<file path="config.mk">
export PLATFORM = sky130hd
export DESIGN_NAME = posit_demapper
export DESIGN_NICKNAME = d
export VERILOG_FILES = /design/src/rtl/posit_demapper_pkg.sv /design/src/rtl/posit_onehot_enc.sv /design/src/rtl/posit_demapper.sv
export SDC_FILE = /design/constraint.sdc
export NUM_CORES = 1
export LEC_CHECK = 0
export ABC_AREA = 1
export CORE_MARGIN = 3
export CORE_UTILIZATION = 55
export CTS_CLUSTER_SIZE = 16
export DETAILED_ROUTE_END_ITERATION = 12
export GPL_ROUTABILITY_DRIVEN = 0
export PLACE_DENSITY = 0.76
export SYNTH_ARGS = -nofsm -noshare
export SYNTH_HDL_FRONTEND = slang
export SYNTH_SLANG_ARGS = --single-unit
export TNS_END_PERCENT = 10
</file>
<file path="constraint.sdc">
create_clock -name clk -period 3.82 [get_ports clk]
set_input_delay 0.382 -clock clk [delete_from_list [all_inputs] [get_ports clk]]
set_output_delay 0.382 -clock clk [all_outputs]
set_load 0.02 [all_outputs]
</file>
<file path="src/rtl/posit_demapper_pkg.sv">
// Shared types and constants for the posit demapper.
package posit_demapper_pkg;

  typedef enum logic [1:0] {
    ST_IDLE    = 2'd0,
    ST_SLEW    = 2'd1,
    ST_PRESENT = 2'd2
  } state_e;

  localparam int unsigned N_POS = 10;

  localparam logic signed [15:0] POS_MIN = -16'sd90;
  localparam logic signed [15:0] POS_MAX =  16'sd90;

  // Centre value of each board position: -90 + 20*k.
  localparam logic signed [15:0] CENTRE [N_POS] = '{
    -16'sd90, -16'sd70, -16'sd50, -16'sd30, -16'sd10,
     16'sd10,  16'sd30,  16'sd50,  16'sd70,  16'sd90
  };

endpackage

</file>
<file path="src/rtl/posit_onehot_enc.sv">
// One-hot board vector to index plus validity flag.
module posit_onehot_enc
  import posit_demapper_pkg::*;
(
  input  logic [9:0] vec,
  output logic [3:0] idx,
  output logic       is_one_hot
);

  logic [3:0] cnt;

  always_comb begin
    cnt = '0;
    idx = '0;
    for (int unsigned i = 0; i < N_POS; i++) begin
      if (vec[i]) begin
        cnt = cnt + 4'd1;
        idx = 4'(i);
      end
    end
    is_one_hot = (cnt == 4'd1);
  end

endmodule

</file>
<file path="src/rtl/posit_demapper.sv">
// Board position to slew-limited signed tilt value.
module posit_demapper
  import posit_demapper_pkg::*;
#(
  parameter logic [15:0] STEP = 16'd4
) (
  input  logic        clk,
  input  logic        rst_n,
  input  logic        posit_valid,
  input  logic [9:0]  board_posit,
  output logic        posit_ready,
  output logic        out_valid,
  input  logic        out_ready,
  output logic [15:0] out_value,
  output logic        one_hot_err,
  output logic        busy
);

  localparam logic signed [15:0] STEP_S  = signed'(STEP);
  localparam logic signed [16:0] STEP_17 = signed'({1'b0, STEP});

  state_e            state_q, state_d;
  logic signed [15:0] out_q, out_d;
  logic signed [15:0] tgt_q, tgt_d;
  logic              err_q, err_d;

  logic [3:0]         enc_idx;
  logic               enc_one_hot;
  logic signed [16:0] diff;
  logic signed [16:0] mag;

  posit_onehot_enc u_enc (
    .vec        (board_posit),
    .idx        (enc_idx),
    .is_one_hot (enc_one_hot)
  );

  always_comb begin
    diff = 17'(tgt_q) - 17'(out_q);
    mag  = (diff < 0) ? -diff : diff;
  end

  always_comb begin
    state_d = state_q;
    out_d   = out_q;
    tgt_d   = tgt_q;
    err_d   = 1'b0;
    unique case (state_q)
      ST_IDLE: begin
        if (posit_valid) begin
          if (enc_one_hot) begin
            tgt_d   = CENTRE[enc_idx];
            state_d = ST_SLEW;
          end else begin
            err_d = 1'b1;
          end
        end
      end
      ST_SLEW: begin
        if (mag > STEP_17) begin
          out_d = (diff < 0) ? (out_q - STEP_S) : (out_q + STEP_S);
        end else begin
          out_d   = tgt_q;
          state_d = ST_PRESENT;
        end
      end
      ST_PRESENT: begin
        if (out_ready) begin
          state_d = ST_IDLE;
        end
      end
      default: state_d = ST_IDLE;
    endcase
  end

  always_ff @(posedge clk or negedge rst_n) begin
    if (!rst_n) begin
      state_q <= ST_IDLE;
      out_q   <= '0;
      tgt_q   <= '0;
      err_q   <= 1'b0;
    end else begin
      state_q <= state_d;
      out_q   <= out_d;
      tgt_q   <= tgt_d;
      err_q   <= err_d;
    end
  end

  assign posit_ready = (state_q == ST_IDLE);
  assign out_valid   = (state_q == ST_PRESENT);
  assign busy        = (state_q == ST_SLEW);
  assign out_value   = out_q;
  assign one_hot_err = err_q;

endmodule

</file>
Word-level counts from Yosys, hierarchy flattened --
Memories as Yosys holds them, arrays and structs flattened. A register that Yosys moved wholly into a read port is not among the register bits. Index checks and enable logic that the tools add are counted.
Storage, ports and cells: memories 1, bits of input ports 14, bits in latches 0, register bits after elaboration 19, memory bits (writable) 0, bits in read-only memories 256, word-level logic and storage cells 61
Memories:
- (name not given) | words 16, bits a word 16, rd ports 1, clocked after memory_dff 1, wr ports 0, RTL line posit_demapper.sv:52 | tgt_d = CENTRE[enc_idx];
Cells by class: multipliers 0, $lt $le $gt $ge 2, reduce and logical (&&, ||, !) cells 4, add/subtract/negate cells 13, mux-type cells 30, bitwise operators 1, div/mod/pow operators 0, shift operators 0, equal/unequal tests 7
Operators by type and width (number):
- $mux 4 | 11
- $add 4x1->4 const B | 8
- $mux 16 | 2
- $gt 17x4->1 const B | 1
- $lt 17x1->1 const B | 1
- $mux 17 | 1
- $neg 17->17 | 1
- $sub 16x16->17 | 1
- $add 16x4->16 const B | 1
- $sub 16x4->16 const B | 1
- $mux 2 | 6
- $mux 3 | 4
- $pmux 2 s3 | 1
- $mux 1 | 5
- $not 4->5 | 1
- $eq 4x1->1 const B | 1
- $ne 2x1->1 const B | 2
- $ne 2x2->1 const B | 2
- $reduce_and 4->1 | 1
- $reduce_and 3->1 | 1
- $add 1x1->2 const B | 1
- $eq 2x1->1 const B | 1
- $eq 2x2->1 const B | 1
- $logic_not 2->1 | 1
- $logic_not 1->1 | 1

Depth between registers and ports, before layout --
depth in word-level cells 23, gate-level depth with buffers 37, depth with buffers taken out 37

Cells and area by module --
A second synthesis with hierarchy kept.
Second synthesis, totals: cells, all modules 764, area, all modules 4576.9 um2
By module, submodules not included:
- posit_demapper | cells each 598, area each 3603.5 um2, times used 1, seq. area each 625.6 um2
- posit_onehot_enc | cells each 166, area each 973.4 um2, times used 1, seq. area each 0.0 um2

Worst setup path after synthesis --
No wires, ideal clock.
path type input to register, from input port board_posit[0], to register tgt_q[14], path buffers 0, stages on the path 33, path slack -1.190 ns, arrival time 4.892 ns, path through inv_1 > ha_1 > inv_1 > nand2_1 > nand2_2 > inv_1 > ha_1 > nand2_1 > nand2_1 > ha_1 > or2_2 > nand2_1 > inv_1 > ha_1 > nand2_1 > and2_1 > inv_1 > ha_1 > or2_2 > nand2_1 > inv_1 > ha_1 > nand2_1 > o21ai_1 > ha_1 > o21ai_1 > inv_1 > ha_1 > nand3b_1 > nand2_2 > nand4_2 > nand2_1 > nand2_1
On the way: cells in the longest elaborated chain, start to end 21
RTL lines:
- start, declared | RTL line posit_demapper.sv:10 | input logic [9:0] board_posit,
- $mux 1 (*) | RTL line posit_onehot_enc.sv:16 | if (vec[i]) begin
- $add 1x1->2 | RTL line posit_onehot_enc.sv:17 | cnt = cnt + 4'd1;
- $mux 4 (*) | RTL line posit_onehot_enc.sv:16
- $add 4x1->4 | RTL line posit_onehot_enc.sv:17
- $mux 4 (*) | RTL line posit_onehot_enc.sv:16
- $add 4x1->4 | RTL line posit_onehot_enc.sv:17
- $mux 4 (*) | RTL line posit_onehot_enc.sv:16
- $add 4x1->4 | RTL line posit_onehot_enc.sv:17
- [5 not listed]
- $add 4x1->4 | RTL line posit_onehot_enc.sv:17
- $mux 4 (*) | RTL line posit_onehot_enc.sv:16
- $add 4x1->4 | RTL line posit_onehot_enc.sv:17
- $mux 4 (*) | RTL line posit_onehot_enc.sv:16
- $add 4x1->4 | RTL line posit_onehot_enc.sv:17
- $mux 4 (*) | RTL line posit_onehot_enc.sv:16
- $eq 4x1->1 (*) | RTL line posit_onehot_enc.sv:21 | is_one_hot = (cnt == 4'd1);
- $reduce_and 3->1 (no source line) (*)
- end, declared | RTL line posit_demapper.sv:24 | logic signed [15:0] tgt_q, tgt_d;
Mark *: on every way between the ends. The rest lies on a longest branch, timed or not. A chain may end at the register's enable or synchronous reset.

Worst setup path in the final report --
from input port board_posit[1], to register tgt_q[14]
On the way: cells in the longest elaborated chain, start to end 19, elaborated cells on any way between the ends 29, classes of those cells add/sub (8); eq/ne (1); mux (18); bitwise (1); reduce/logical (1)
RTL lines (RTL line):
- $mux 4 | posit_onehot_enc.sv:16
- $add 4x1->4 | posit_onehot_enc.sv:17
- $mux 4 | posit_onehot_enc.sv:16
- $add 4x1->4 | posit_onehot_enc.sv:17
- $mux 4 | posit_onehot_enc.sv:16
- $add 4x1->4 | posit_onehot_enc.sv:17
- $mux 4 | posit_onehot_enc.sv:16
- $add 4x1->4 | posit_onehot_enc.sv:17
- [3 not listed]
- $add 4x1->4 | posit_onehot_enc.sv:17
- $mux 4 | posit_onehot_enc.sv:16
- $add 4x1->4 | posit_onehot_enc.sv:17
- $mux 4 | posit_onehot_enc.sv:16
- $add 4x1->4 | posit_onehot_enc.sv:17
- $mux 4 | posit_onehot_enc.sv:16
- $eq 4x1->1 | posit_onehot_enc.sv:21
- $reduce_and 3->1 (no source line)
Several ways; a longest one is shown, not always the timed one.

==> impl_metrics.ini <==
[timing]
worst_slack_ns = -0.6239
clock.fmax_mhz = 225.0
clock_skew_ns = 0.007842
final_max_slew_viol_count = 0
rsz0062_at_grt = true
hold_violations = 0
setup_viol = 9
worst_pin_slew_ns = 1.137
finalCriticalPeriod_ns = 4.444
period_share_pct = 116.3
relSlewSlack_pct = 24.00

[global_routing]
grt_max_degree = 26
grt_use_met1_pct = 33.84
grt_pass1_vias = 4292
grtUsageMet3_pct = 2.071
grt_use_met2_pct = 44.02
busiest_layer = met2
grt-ovfl-total = 0
grt_pass1_wl_um = 18180
grtUsageTotal_pct = 25.29
antenna_found_initial = 0

[final_layout]
multi_input_area_um2 = 3057
final-instance-count-excl-fill = 832
nets = 795
drive_gt1_share_pct = 15.49
diodes = 0
final_area_um2 = 4928
seqCellArea_um2 = 625.6
area_growth_pct = 23.87
nFillCells = 638

[cts]
cts-buffers-inserted = 3
clockBufferDepth = 2
cts_tree = done
cts.htree.levels = 1
cts_root_buffer = clkbuf_8
clk_pin_slew_ns = 0.10
clkSinkCount = 25
clock_latency_ns = 0.28

[critical_path]
worstReg2RegStart = out_value[3]$_DFFE_PN0P_
path_delay_family = adder cells
cp_num_buf_inv = 8
cp.arrival_ns = 4.62
cp_slowest_stage_delay_ns = 0.31
r2r-end = out_value[15]$_DFFE_PN0P_
cpMaxStageDelayCell = ha_1
worstSetupPathType = in2reg
r2r_slack_ns = 0.09
worst_setup_path_start_kind = primary input
critPathRequiredTime_ns = 4.00
end_kind = flip-flop
crit_start = board_posit[1]
cp_common_cell = ha_4
r2r_cells = 23
crit_fanout = 8

[flow_run]
max-cap-violations = 0

[synthesis]
ys.flop_type = dfrtp_1
async_reset_ff_share_pct = 100.0
yosysSeqAreaShare_pct = 15.72
syn-instance-count = 666
synth-seq-cells = 25
yosys_warnings = 0
synth_edf_count = 0
avgSynthCellArea_um2 = 5.974
synthesis.nets = 724
ys_types = 39
syn_area_um2 = 3979

[drt]
antenna_left = 0
drt_iter0_drc = 185
firstDrtPassIters = 5
wirelength_um = 10180
wire_per_inst_um = 12.23
post-route-drc-count = 0
routed-via-count = 4309
viasPerCell = 5.179

[placed_design]
dpl_cell_area_um2 = 4663
place_ws_ns = -1.778
numPortBuffers = 32
hpwl_um = 7873
place_inst = 817

[hold_path]
hold_depth = 2
holdPathEnd = tgt_q[2]$_DFFE_PN0P_
worstHoldPathType = reg2reg
worst_hold_startpoint = tgt_q[2]$_DFFE_PN0P_

[floorplan]
die_y_um = 91.06
fp.coreArea_um2 = 6907
start_util_pct = 57.61
rows = 30
io_pins = 34
dieArea_um2 = 8291
fp.dieW_um = 91.06

[status]
violations = setup timing
status = complete, but fails checks
-- worst register-to-register path, delay by kind of cell (launching register included) --
family          cells  cell delay (ns)
simple gates       16             1.68
fa+ha+maj           2             0.82
flops               1             0.49
buf+inv             1             0.08
xor+xnor            1             0.15
compound gates      3             0.48
-- cells in the final DEF (no fill, tap or decap), types with 2 or more instances in the layout --
cell type and count:
nand2_1 204, inv_1 101, nand3_1 65, nor2_1 51, buf_4 42, ha_1 35, nand4_1 29, clkdlybuf4s50_1 29
dfrtp_1 25, a21oi_1 24, xor2_1 18, nand2_2 18, nand3b_1 10, inv_2 9, o21ai_0 8, ha_4 7
nor2_2 6, xnor2_1 5, nand2_4 4, o21bai_1 4, nor3_1 4, nand3_2 4, o21ai_2 3, clkbuf_8 3
or2_4 2, o211ai_1 2
-- flip-flops by register name, indices dropped and copies added (netlist names) --
| name | cells |
|---|---|
| out_value | 15 |
| tgt_q | 7 |
| state_q | 2 |
| one_hot_err | 1 |
-- metrics by stage --
step | hold WS (ns) | setup TNS [ns] | util, %
final | 0.5506 | -5.284 | 71.36
after detailed placement | 0.5228 | -15.69 | 67.52
after CTS | 0.5446 | -6.200 | 70.38
after floorplan | 0.08641 | -8.017 | -
after global placement | 0.5176 | -13.94 | 67.52
after global routing | 0.5645 | -7.729 | 71.36
-- synthesized netlist by cell type (all sizes together), types with 10 or more instances --
library cell	instances	area (um2)
a21oi	25	128.9
dfrtp	25	625.6
ha	43	538.0
inv	112	420.4
nand2	227	900.9
nand3	70	372.9
nand3b	10	75.07
nand4	30	193.9
nor2	58	232.7
o21ai	12	60.05
xor2	19	173.9
-- per-layer routing --
| layer | part of all wire, % | up-vias |
|---|---|---|
| met5 | 0 | - |
| met4 | 1.1 | 0 |
| met3 | 3.3 | 13 |
| met2 | 48 | 87 |
| met1 | 48 | 1936 |
| li1 | - | 2273 |
-- cells by family (layout without fill, tap and decap cells) --
group	Yosys count	after routing	share of synthesized area (%)
simple gates	405	405	46.16
other cells	1	1	0.09425
compound gates	47	47	6.604
flops	25	25	15.72
buf+inv	120	190	11.92
xor+xnor	24	24	5.472
fa+ha+maj	44	44	14.03
-- how the worst max path moves through the flow --
stage                             to  slack, ns  depth (start not counted)
2_1_floorplan  tgt_q[14]$_DFFE_PN0P_      -0.94                         33
3_3_place_gp   tgt_q[14]$_DFFE_PN0P_      -1.58                         35
3_5_place_dp    tgt_q[6]$_DFFE_PN0P_      -1.78                         35
4_1_cts         tgt_q[6]$_DFFE_PN0P_      -0.74                         34
5_1_grt        tgt_q[14]$_DFFE_PN0P_      -0.83                         34
6_report       tgt_q[14]$_DFFE_PN0P_      -0.62                         34
-- final cells by class --
cell class / instances / area share [%]
sequential: 25 / 12.69
clock buffer: 3 / 0.8378
inverter: 112 / 8.835
tap: 96 / 2.437
clock inverter: 1 / 0.1523
multi-input combinational: 521 / 62.02
timing repair buffer: 74 / 13.02
-- what timing repair did --
action | in CTS | in global routing
gates resized for setup | 26 | 21
buffers inserted | 10 | 2
endpoints found under the setup margin | 9 | 12
hold buffers | 0 | 0
pin swaps | 18 | 20
Power is not shown: default switching activity piles up to over one toggle a cycle in this logic, so the estimate is an artifact.
